$ cat config.mk
export PLATFORM = sky130hd
export DESIGN_NAME = ifu_fetch
export DESIGN_NICKNAME = d
export VERILOG_FILES = /design/src/rtl/npc_pkg.sv /design/src/rtl/ifu_out_buf.sv /design/src/rtl/ifu_fetch.sv
export SDC_FILE = /design/constraint.sdc
export NUM_CORES = 1
export LEC_CHECK = 0
export ABC_AREA = 1
export CAP_MARGIN = 20
export CORE_MARGIN = 2
export CORE_UTILIZATION = 25
export CTS_CLUSTER_SIZE = 16
export DETAILED_ROUTE_END_ITERATION = 6
export PLACE_DENSITY = 0.47
export SYNTH_ARGS = -nofsm -noshare
export SYNTH_HDL_FRONTEND = slang
export SYNTH_SLANG_ARGS = --single-unit
$ cat constraint.sdc
create_clock -name clk -period 5 [get_ports clk]
set_input_delay 1.25 -clock clk [delete_from_list [all_inputs] [get_ports clk]]
set_output_delay 1.25 -clock clk [all_outputs]
set_load 0.01 [all_outputs]
$ cat src/rtl/npc_pkg.sv
// Shared definitions for the fetch/decode front end: reset PC, fetch FSM
// encoding and the exception codes that decode also consumes.
package npc_pkg;

  localparam logic [63:0] RESET_PC_DEFAULT = 64'h0000_0000_8000_0000;

  typedef enum logic [1:0] {
    S_REQ  = 2'd0,
    S_WAIT = 2'd1,
    S_OUT  = 2'd2
  } ifu_state_e;

  localparam logic [4:0] EC_INST_MISALIGN = 5'd0;
  localparam logic [4:0] EC_INST_FAULT    = 5'd1;
  localparam logic [4:0] EC_ILLEGAL       = 5'd2;
  localparam logic [4:0] EC_BREAK         = 5'd3;
  localparam logic [4:0] EC_ECALL_M       = 5'd11;

  function automatic logic is_misaligned(input logic [1:0] lo);
    return lo != 2'b00;
  endfunction

endpackage

$ cat src/rtl/ifu_out_buf.sv
// Single-entry {pc, inst, fault} buffer between fetch and decode.
// With IFU_MISALIGN_CHK_EN defined it also carries a misaligned-target flag.
module ifu_out_buf
  import npc_pkg::*;
#(
  parameter int WIDTH = 64
) (
  input  logic             clk,
  input  logic             rst,
  input  logic             load,
  input  logic [WIDTH-1:0] load_pc,
  input  logic [31:0]      load_inst,
  input  logic             load_fault,
`ifdef IFU_MISALIGN_CHK_EN
  input  logic             load_misalign,
`endif
  input  logic             flush,
  input  logic             out_ready,
  output logic             out_valid,
  output logic [WIDTH-1:0] out_pc,
  output logic [31:0]      out_inst,
  output logic             out_fault
`ifdef IFU_MISALIGN_CHK_EN
  ,
  output logic             out_misalign
`endif
);

  // Payload only moves on load, so it holds steady while decode stalls.
  always_ff @(posedge clk) begin
    if (rst) begin
      out_valid <= 1'b0;
      out_pc    <= '0;
      out_inst  <= '0;
      out_fault <= 1'b0;
`ifdef IFU_MISALIGN_CHK_EN
      out_misalign <= 1'b0;
`endif
    end else if (load) begin
      out_valid <= 1'b1;
      out_pc    <= load_pc;
      out_inst  <= load_inst;
      out_fault <= load_fault;
`ifdef IFU_MISALIGN_CHK_EN
      out_misalign <= load_misalign;
`endif
    end else if (flush || (out_valid && out_ready)) begin
      out_valid <= 1'b0;
    end
  end

endmodule

$ cat src/rtl/ifu_fetch.sv
// Instruction fetch stage: PC, one-outstanding imem fetch, redirect/kill.
// Optional IFU_MISALIGN_CHK_EN traps misaligned redirect targets locally.
module ifu_fetch
  import npc_pkg::*;
#(
  parameter int               WIDTH    = 64,
  parameter logic [WIDTH-1:0] RESET_PC = WIDTH'(RESET_PC_DEFAULT)
) (
  input  logic             clk,
  input  logic             rst,
  input  logic             redirect_valid,
  input  logic [WIDTH-1:0] redirect_pc,
  output logic             imem_req_valid,
  input  logic             imem_req_ready,
  output logic [WIDTH-1:0] imem_req_addr,
  input  logic             imem_resp_valid,
  input  logic [31:0]      imem_resp_data,
  input  logic             imem_resp_err,
  output logic             out_valid,
  input  logic             out_ready,
  output logic [WIDTH-1:0] out_pc,
  output logic [31:0]      out_inst,
  output logic             out_fault,
`ifdef IFU_MISALIGN_CHK_EN
  output logic             out_misalign,
`endif
  output logic [1:0]       dbg_state
);

  // Handshakes: a request transfers on a cycle with imem_req_valid && imem_req_ready;
  // the output transfers on out_valid && out_ready; payloads hold while valid && !ready.

  ifu_state_e       state, state_n;
  logic             kill, kill_n;
  logic [WIDTH-1:0] pc, pc_n;
  logic [WIDTH-1:0] redir_tgt;
  logic             misaligned;
  logic             req_fire;
  logic             outstanding;
  logic             buf_load;
  logic [WIDTH-1:0] ld_pc;
  logic [31:0]      ld_inst;
  logic             ld_fault;

`ifdef IFU_MISALIGN_CHK_EN
  logic ld_mis;
  assign redir_tgt  = redirect_pc;
  assign misaligned = is_misaligned(redirect_pc[1:0]);
  assign ld_mis     = redirect_valid && misaligned;
`else
  logic unused_redir_lo;
  assign unused_redir_lo = ^redirect_pc[1:0];
  assign redir_tgt  = {redirect_pc[WIDTH-1:2], 2'b00};
  assign misaligned = 1'b0;
`endif

  // A lingering kill outside S_WAIT means a stale response is still owed;
  // holding the request back keeps at most one fetch outstanding.
  assign imem_req_valid = (state == S_REQ) && !kill;
  assign imem_req_addr  = pc;
  assign req_fire       = imem_req_valid && imem_req_ready;
  assign outstanding    = req_fire || (!imem_resp_valid && ((state == S_WAIT) || kill));
  assign dbg_state      = state;

  always_ff @(posedge clk) begin
    if (rst) begin
      state <= S_REQ;
      kill  <= 1'b0;
      pc    <= RESET_PC;
    end else begin
      state <= state_n;
      kill  <= kill_n;
      pc    <= pc_n;
    end
  end

  always_comb begin
    state_n  = state;
    kill_n   = kill;
    pc_n     = pc;
    buf_load = 1'b0;
    ld_pc    = pc;
    ld_inst  = imem_resp_data;
    ld_fault = imem_resp_err;

    case (state)
      S_REQ: begin
        if (req_fire) state_n = S_WAIT;
      end
      S_WAIT: begin
        if (imem_resp_valid) begin
          if (kill) begin
            kill_n  = 1'b0;
            state_n = S_REQ;
          end else begin
            buf_load = 1'b1;
            state_n  = S_OUT;
          end
        end
      end
      S_OUT: begin
        if (out_ready) begin
          pc_n    = pc + WIDTH'(4);
          state_n = S_REQ;
        end
      end
      default: state_n = S_REQ;
    endcase

    if ((state != S_WAIT) && kill && imem_resp_valid) kill_n = 1'b0;

    // Redirect overrides every other PC update and any pending buffer load.
    if (redirect_valid) begin
      pc_n     = redir_tgt;
      buf_load = 1'b0;
      kill_n   = outstanding;
      if (misaligned) begin
        state_n  = S_OUT;
        buf_load = 1'b1;
        ld_pc    = redirect_pc;
        ld_inst  = '0;
        ld_fault = 1'b1;
      end else if (req_fire || ((state == S_WAIT) && !imem_resp_valid)) begin
        state_n = S_WAIT;
      end else begin
        state_n = S_REQ;
      end
    end
  end

  ifu_out_buf #(.WIDTH(WIDTH)) u_out_buf (
    .clk        (clk),
    .rst        (rst),
    .load       (buf_load),
    .load_pc    (ld_pc),
    .load_inst  (ld_inst),
    .load_fault (ld_fault),
`ifdef IFU_MISALIGN_CHK_EN
    .load_misalign (ld_mis),
`endif
    .flush      (redirect_valid),
    .out_ready  (out_ready),
    .out_valid  (out_valid),
    .out_pc     (out_pc),
    .out_inst   (out_inst),
    .out_fault  (out_fault)
`ifdef IFU_MISALIGN_CHK_EN
    ,
    .out_misalign (out_misalign)
`endif
  );

endmodule
==> impl_metrics.yaml, run 1 <==
cts:
  cts_tree: "done"
  hold_buffers: 0
  root_buffer: "clkbuf_16"
  cts_sinks: 161
  cts_setup_buffers: 0
  clkLatencyLatePin_ns: 0.45
  htreeDepth: 4
  ctsResizeCount: 0
  cts_buffers: 17
  path_clk_slew_ns: 0.07
  clk_path_buf_depth: 2
pwr:
  intPower_uw: 2280
  seqPwrFrac_pct: 44.5
  ir_worst_vdd_mv: 0.229
  switching_share_pct: 28.7
  clockPowerShare_pct: 41.1
  switchingPower_uw: 917
  power.density_mw_per_mm2: 267
  p_comb_share_pct: 14.4
  leakage_uw: 0.00426
synthesis:
  synth_area_per_cell_um2: 6.42
  synth.top_cell.area_share_pct: 38.2
  synth_seq_area_share_pct: 38.2
  synth_top_cell_by_area: "dfxtp_1"
  synth_edf_count: 0
  synthTopCellsByArea: "dfxtp_1 (38%), nand2_1 (12%), nor2_1 (8.0%)"
  syn_inst: 1314
  synth_common_cells: "nand2_1 (281), nor2_1 (180), inv_1 (176), dfxtp_1 (161), a21oi_1 (127)"
  ys_types: 39
  ys_ff_latch: 161
  synth_ff_type: "dfxtp_1"
  synth_area_mm2: 0.00844
  synth-async-reset-ratio_pct: 0
  yosysWarnings: 0
  yosys.cell_count.top_type: "nand2_1"
floorplan:
  start_util_pct: 25.3
  pin_count: 268
  die_x_um: 188
  die_h_um: 188
  dieArea_mm2: 0.0353
  core.rowCount: 67
  core_region_area_mm2: 0.0334
placed_design:
  dp_hpwl_um: 24200
  place.gp.congestion: 0.885
  io_buffers: 261
worst_setup_path:
  critical_path.cell_chain: "buf_2 > nor2_1 > nand3_4 > buf_4 > o21ai_0 > a21oi_1"
  slowest_delay_ns: 0.72
  path_max_fanout: 72
  cp.arrival_ns: 3.58
  cp_slowest_cell: "buf_2"
  crit_required_ns: 5.37
  worstSetupPathType: "input port to flip-flop"
  crit_path_start_kind: "input port"
  end_kind: "flip-flop"
timing:
  setup_viol: 0
  final_max_slew_viol_count: 0
  clock_skew_ns: 0.0101
  maxSlewHeadroom_pct: 34.5
  worst_pin_slew_ns: 0.983
  hold_violations: 0
  final.period_utilization_pct: 64.1
  rsz0062_at_grt: "false"
  fin_tns_setup_ns: 0
  layout_min_cycle_time_ns: 3.21
  timing.fmax_ghz: 0.312
global_routing:
  overflow: 0
  grt_max_degree: 84
  grt_pass1_wl_um: 50300
  antenna_found_initial: 1
  gr-usage-all-layers_pct: 18.4
  grt_pass1_vias: 8468
cells_and_area:
  drive_gt1_share_pct: 6.07
  syn2layout_area_growth_pct: 42.1
  fillers: 3671
  fin_util_pct: 36.0
  layout.nets: 1640
drt:
  drc: 0
  wl_um: 32700
  dr.pass1.iters: 5
  ant_nets: 0
  drt_iter0_markers: 497
  avgViaCountPerCell: 4.50
  wl_per_cell_um: 16.4
  via_count: 9000
status:
  status: "complete, no violations"
flow_run:
  drv_cap: 0
worst_hold_path:
  min_path_type: "flip-flop to flip-flop"
==> placed cells by master, fill, tap and decap left out, drive strengths merged <==
cell type and instances:
or3 1, clkinvlp 6, a21oi 133, and3 1, bufinv 1, xor2 2, a31oi 14, nor4 5
conb 4, nor2 201, buf 10, clkdlybuf4s50 259, o311ai 2, nand2 299, o21bai 1, dfxtp 161
clkinv 3, inv 183, o211ai 23, a32oi 1, a22oi 1, clkbuf 17, nand3 70, xnor2 1
a211oi 2, nand4 11, nand3b 2, ha 1, nor3 14, diode 1, o21ai 120
==> per-layer routing <==
layer / vias up / part of all wire (%) / wire length [um] / GRT usage, %
li1: 4649 / - / - / -
met1: 4071 / 47 / 15300 / 25.0
met2: 257 / 46 / 15000 / 29.4
met3: 23 / 6.1 / 1990 / 3.76
met4: 0 / 1.5 / 486 / 5.24
met5: - / 0 / 0 / 0
==> power groups by stage <==
stage               sequential, uW  clock (uW)  combinational (uW)
global route                  1430        1420                 504
global placement              1450           0                 460
detailed placement            1450           0                 463
CTS                           1420        1370                 465
finish                        1420        1320                 459
floorplan                     1450           0                 186
==> critical path, delay by kind of cell <==
kind | cells | cell delay [ns]
buf+inv | 2 | 1.22
simple gates | 2 | 0.78
compound gates | 2 | 0.29
==> logic make-up after synthesis <==
family,share of synthesized area [%]
other,0.0444
xor gates and xnor gates,0.311
and+or+nand+nor,30.7
buffers and inverters,11.5
AOI/OAI and AO/OA,19.1
adders and majority gates,0.148
DFF,38.2
==> registers in the layout, summed over array words and instances (netlist names) <==
register             flops
imem_req_addr           62
u_out_buf.out_pc        62
u_out_buf.out_inst      32
dbg_state                2
kill                     1
u_out_buf.out_fault      1
u_out_buf.out_valid      1
==> stage by stage <==
step	setup slack (ns)	instance area (um2)	hold WS, ns	power (uW)	cells
CTS	1.75	12000	0.446	3250	1996
global route	1.48	12000	0.459	3360	1998
finish	1.79	12000	0.442	3200	1998
detailed placement	1.26	11400	0.436	1920	1964
floorplan	2.73	8450	0.457	1640	1317
global placement	1.30	11400	0.431	1910	1964
==> cell type report <==
| class | count | area (um2) | share of cell area (%) |
|---|---|---|---|
| clock buffers | 17 | 425 | 3.55 |
| diodes | 1 | 2.50 | 0.0209 |
| inverters | 178 | 669 | 5.58 |
| flip-flops and latches | 161 | 3220 | 26.9 |
| well taps | 448 | 561 | 4.67 |
| clock inverters | 15 | 149 | 1.24 |
| repair buffers | 269 | 2700 | 22.5 |
| multi-input cells | 909 | 4270 | 35.6 |
==> final timing paths <==
kind / startpoint / depth (start not counted) / slack, ns / to
max: redirect_valid / 6 / 1.79 / u_out_buf.out_inst[10]$_SDFFE_PP0P_
min: u_out_buf.out_inst[0]$_SDFFE_PP0P_ / 2 / 0.44 / u_out_buf.out_inst[0]$_SDFFE_PP0P_
max reg2reg: imem_req_addr[2]$_SDFFE_PP0P_ / 12 / 2.81 / imem_req_addr[46]$_SDFFE_PP0P_
min reg2reg: u_out_buf.out_inst[0]$_SDFFE_PP0P_ / 2 / 0.44 / u_out_buf.out_inst[0]$_SDFFE_PP0P_
Note: power is estimated with default switching activity, not from simulation.
==> run 2, diff against run 1 <==
--- a/config.mk
+++ b/config.mk
@@ -11,7 +11,7 @@
 export CORE_UTILIZATION = 25
 export CTS_CLUSTER_SIZE = 16
 export DETAILED_ROUTE_END_ITERATION = 6
-export PLACE_DENSITY = 0.47
+export PLACE_DENSITY = 0.49
 export SYNTH_ARGS = -nofsm -noshare
 export SYNTH_HDL_FRONTEND = slang
 export SYNTH_SLANG_ARGS = --single-unit
==> constraint.sdc (replaced) <==
create_clock -name clk -period 2.7 [get_ports clk]
set_input_delay 0.675 -clock clk [delete_from_list [all_inputs] [get_ports clk]]
set_output_delay 0.675 -clock clk [all_outputs]
set_load 0.01 [all_outputs]
==> run 2 against run 1 <==
Against the previous run: first-iteration DRC count rose by 7.4%; worst hold slack barely moved; clock skew rose by 0.00069 ns; flip-flop and latch count did not move; non-clock buffer count rose by 19; setup slack got worse by 1.4 ns; sequential power rose by 85%; highest routed layer unchanged; critical endpoint is now imem_req_addr[26]; via count rose by 1.1%; cell count rose by 0.90%; count of clock-buffer cells in the layout rose by 2.
==> impl_metrics.yaml, run 2 (synthesis results as in run 1) <==
status:
  status: "complete, no violations"
cts:
  htreeDepth: 4
  hold_buffers: 0
  cts_setup_buffers: 0
  ctsResizeCount: 0
  path_clk_slew_ns: 0.07
  cts_buffers: 17
  root_buffer: "clkbuf_16"
  cts_sinks: 161
  clkLatencyLatePin_ns: 0.45
  cts_tree: "done"
  clk_path_buf_depth: 2
worst_hold_path:
  min_from: "u_out_buf.out_inst[27]$_SDFFE_PP0P_"
  min_path_type: "flip-flop to flip-flop"
  hold_end: "u_out_buf.out_inst[27]$_SDFFE_PP0P_"
  hold_path_depth: 2
worst_setup_path:
  worst-path-buf-inv: 1
  ff2ff_setup_slack_ns: 0.50
  crit_path_start_kind: "flip-flop"
  reg2reg_to: "imem_req_addr[42]$_SDFFE_PP0P_"
  end_kind: "primary output"
  reg2regPathDepth: 9
  r2r-start: "imem_req_addr[31]$_SDFFE_PP1P_"
  slowest_delay_ns: 0.63
  path_max_fanout: 6
  crit_required_ns: 2.03
  cp.arrival_ns: 1.65
  critPathTopFamily: "buffers and inverters"
  cp_slowest_cell: "clkdlybuf4s50_1"
  critical_path.cell_chain: "clkdlybuf4s50_1"
  worstSetupPathType: "flip-flop to primary output"
timing:
  layout_min_cycle_time_ns: 2.33
  timing.fmax_ghz: 0.430
  final_max_slew_viol_count: 0
  worst_pin_slew_ns: 0.635
  final.period_utilization_pct: 86.2
  clock_skew_ns: 0.0108
  fin_tns_setup_ns: 0
  hold_violations: 0
  rsz0062_at_grt: "false"
  setup_viol: 0
  maxSlewHeadroom_pct: 57.6
cells_and_area:
  syn2layout_area_growth_pct: 44.8
  drive_gt1_share_pct: 7.21
  layout.nets: 1659
  fin_util_pct: 36.6
  final_cell_mix: "nand2_1 (281), clkdlybuf4s50_1 (259), nor2_1 (180)"
  diodes: 0
  fillers: 3665
  multi_input_area_mm2: 0.00427
  final_common_cell: "nand2_1"
  final_area_mm2: 0.0122
  regArea_mm2: 0.00322
global_routing:
  overflow: 0
  gr-usage-all-layers_pct: 18.3
  grt_max_degree: 76
  antenna_found_initial: 0
  grt_pass1_vias: 8484
  grt_pass1_wl_um: 49700
floorplan:
  core_region_area_mm2: 0.0334
  core.rowCount: 67
  dieArea_mm2: 0.0353
  start_util_pct: 25.3
  die_x_um: 188
  pin_count: 268
  die_h_um: 188
pwr:
  ir_worst_vdd_mv: 0.445
  p_comb_share_pct: 14.4
  leakage_uw: 0.00441
  intPower_uw: 4400
  switching_share_pct: 27.8
  seqPwrFrac_pct: 43.1
  clockPowerShare_pct: 42.5
  switchingPower_uw: 1700
  power.density_mw_per_mm2: 499
flow_run:
  drv_cap: 0
drt:
  dr.pass1.iters: 7
  wl_met1_um: 15400
  avgViaCountPerCell: 4.52
  drc: 0
  via_count: 9103
  top_layer_used: "met4"
  wl_per_cell_um: 16.2
  met2_length_um: 15000
  ant_nets: 0
  wl_um: 32600
  met3_wirelength_um: 1680
  drt_iter0_markers: 534
placed_design:
  placed_area_mm2: 0.0116
  place.gp.congestion: 0.922
  io_buffers: 261
  dp_hpwl_um: 24600
==> run 2: cell types whose count changed in the layout (fill, tap and decap cells not counted) <==
cell,change
clkbuf_8,+2
clkinv_2,-1
clkinv_4,+1
inv_6,+1
buf_12,+4
inv_8,+1
buf_4,+16
buf_8,-1
bufinv_16,+1
clkinvlp_4,-5
diode_2,-1
==> run 2: worst max-delay path by stage <==
| stage | from | endpoint | slack (ns) | cells after the start |
|---|---|---|---|---|
| detailed placement | imem_resp_valid | u_out_buf.out_inst[18]$_SDFFE_PP0P_ | 0.30 | 5 |
| global route | dbg_state[1]$_SDFFE_PP0P_ | imem_req_valid | 0.29 | 2 |
| CTS | imem_req_addr[26]$_SDFFE_PP0P_ | imem_req_addr[26] | 0.34 | 1 |
| floorplan | out_ready | imem_req_addr[7]$_SDFFE_PP0P_ | 1.00 | 8 |
| finish | imem_req_addr[26]$_SDFFE_PP0P_ | imem_req_addr[26] | 0.37 | 1 |
| global placement | imem_resp_valid | u_out_buf.out_inst[8]$_SDFFE_PP0P_ | 0.35 | 5 |
==> run 2: metrics by stage <==
step / worst slack [ns] / hold slack, ns / power [uW] / instances
after floorplan: 1.00 / 0.457 / 3040 / 1317
after detailed placement: 0.301 / 0.434 / 3570 / 1984
after global routing: 0.293 / 0.458 / 6400 / 2016
after CTS: 0.342 / 0.445 / 6210 / 2016
after global placement: 0.345 / 0.429 / 3570 / 1984
final: 0.372 / 0.442 / 6100 / 2016
==> run 2: routing by layer <==
metal | vias to the layer above | GRT usage [%]
met1 | 4113 | 24.7
li1 | 4697 | -
met3 | 28 | 3.46
met2 | 265 | 29.6
met5 | - | 0
met4 | 0 | 5.60
==> run 2: worst register-to-register path, cell delays in order, from the launching register on <==
cell and delay, ns:
dfxtp_1 0.51, nand2_1 0.19, nor2_1 0.29, nand2_1 0.18
nor2_1 0.30, nand2_2 0.16, o21ai_0 0.18, nand3_1 0.10
nand2_1 0.09, a21oi_2 0.05
==> run 2: power by group through the flow <==
stage / clock network [uW] / registers [uW] / logic [uW]
floorplan: 0 / 2690 / 345
global placement: 0 / 2680 / 885
detailed placement: 0 / 2690 / 889
CTS: 2690 / 2630 / 893
global route: 2780 / 2650 / 969
finish: 2590 / 2630 / 881
==> run 2: final cells by class <==
| class | count | share of cell area, % |
|---|---|---|
| well taps | 448 | 4.59 |
| repair buffers | 288 | 23.6 |
| multi-input cells | 909 | 35.0 |
| flip-flops and latches | 161 | 26.4 |
| clock buffers | 19 | 3.71 |
| inverters | 178 | 5.48 |
| clock inverters | 13 | 1.35 |
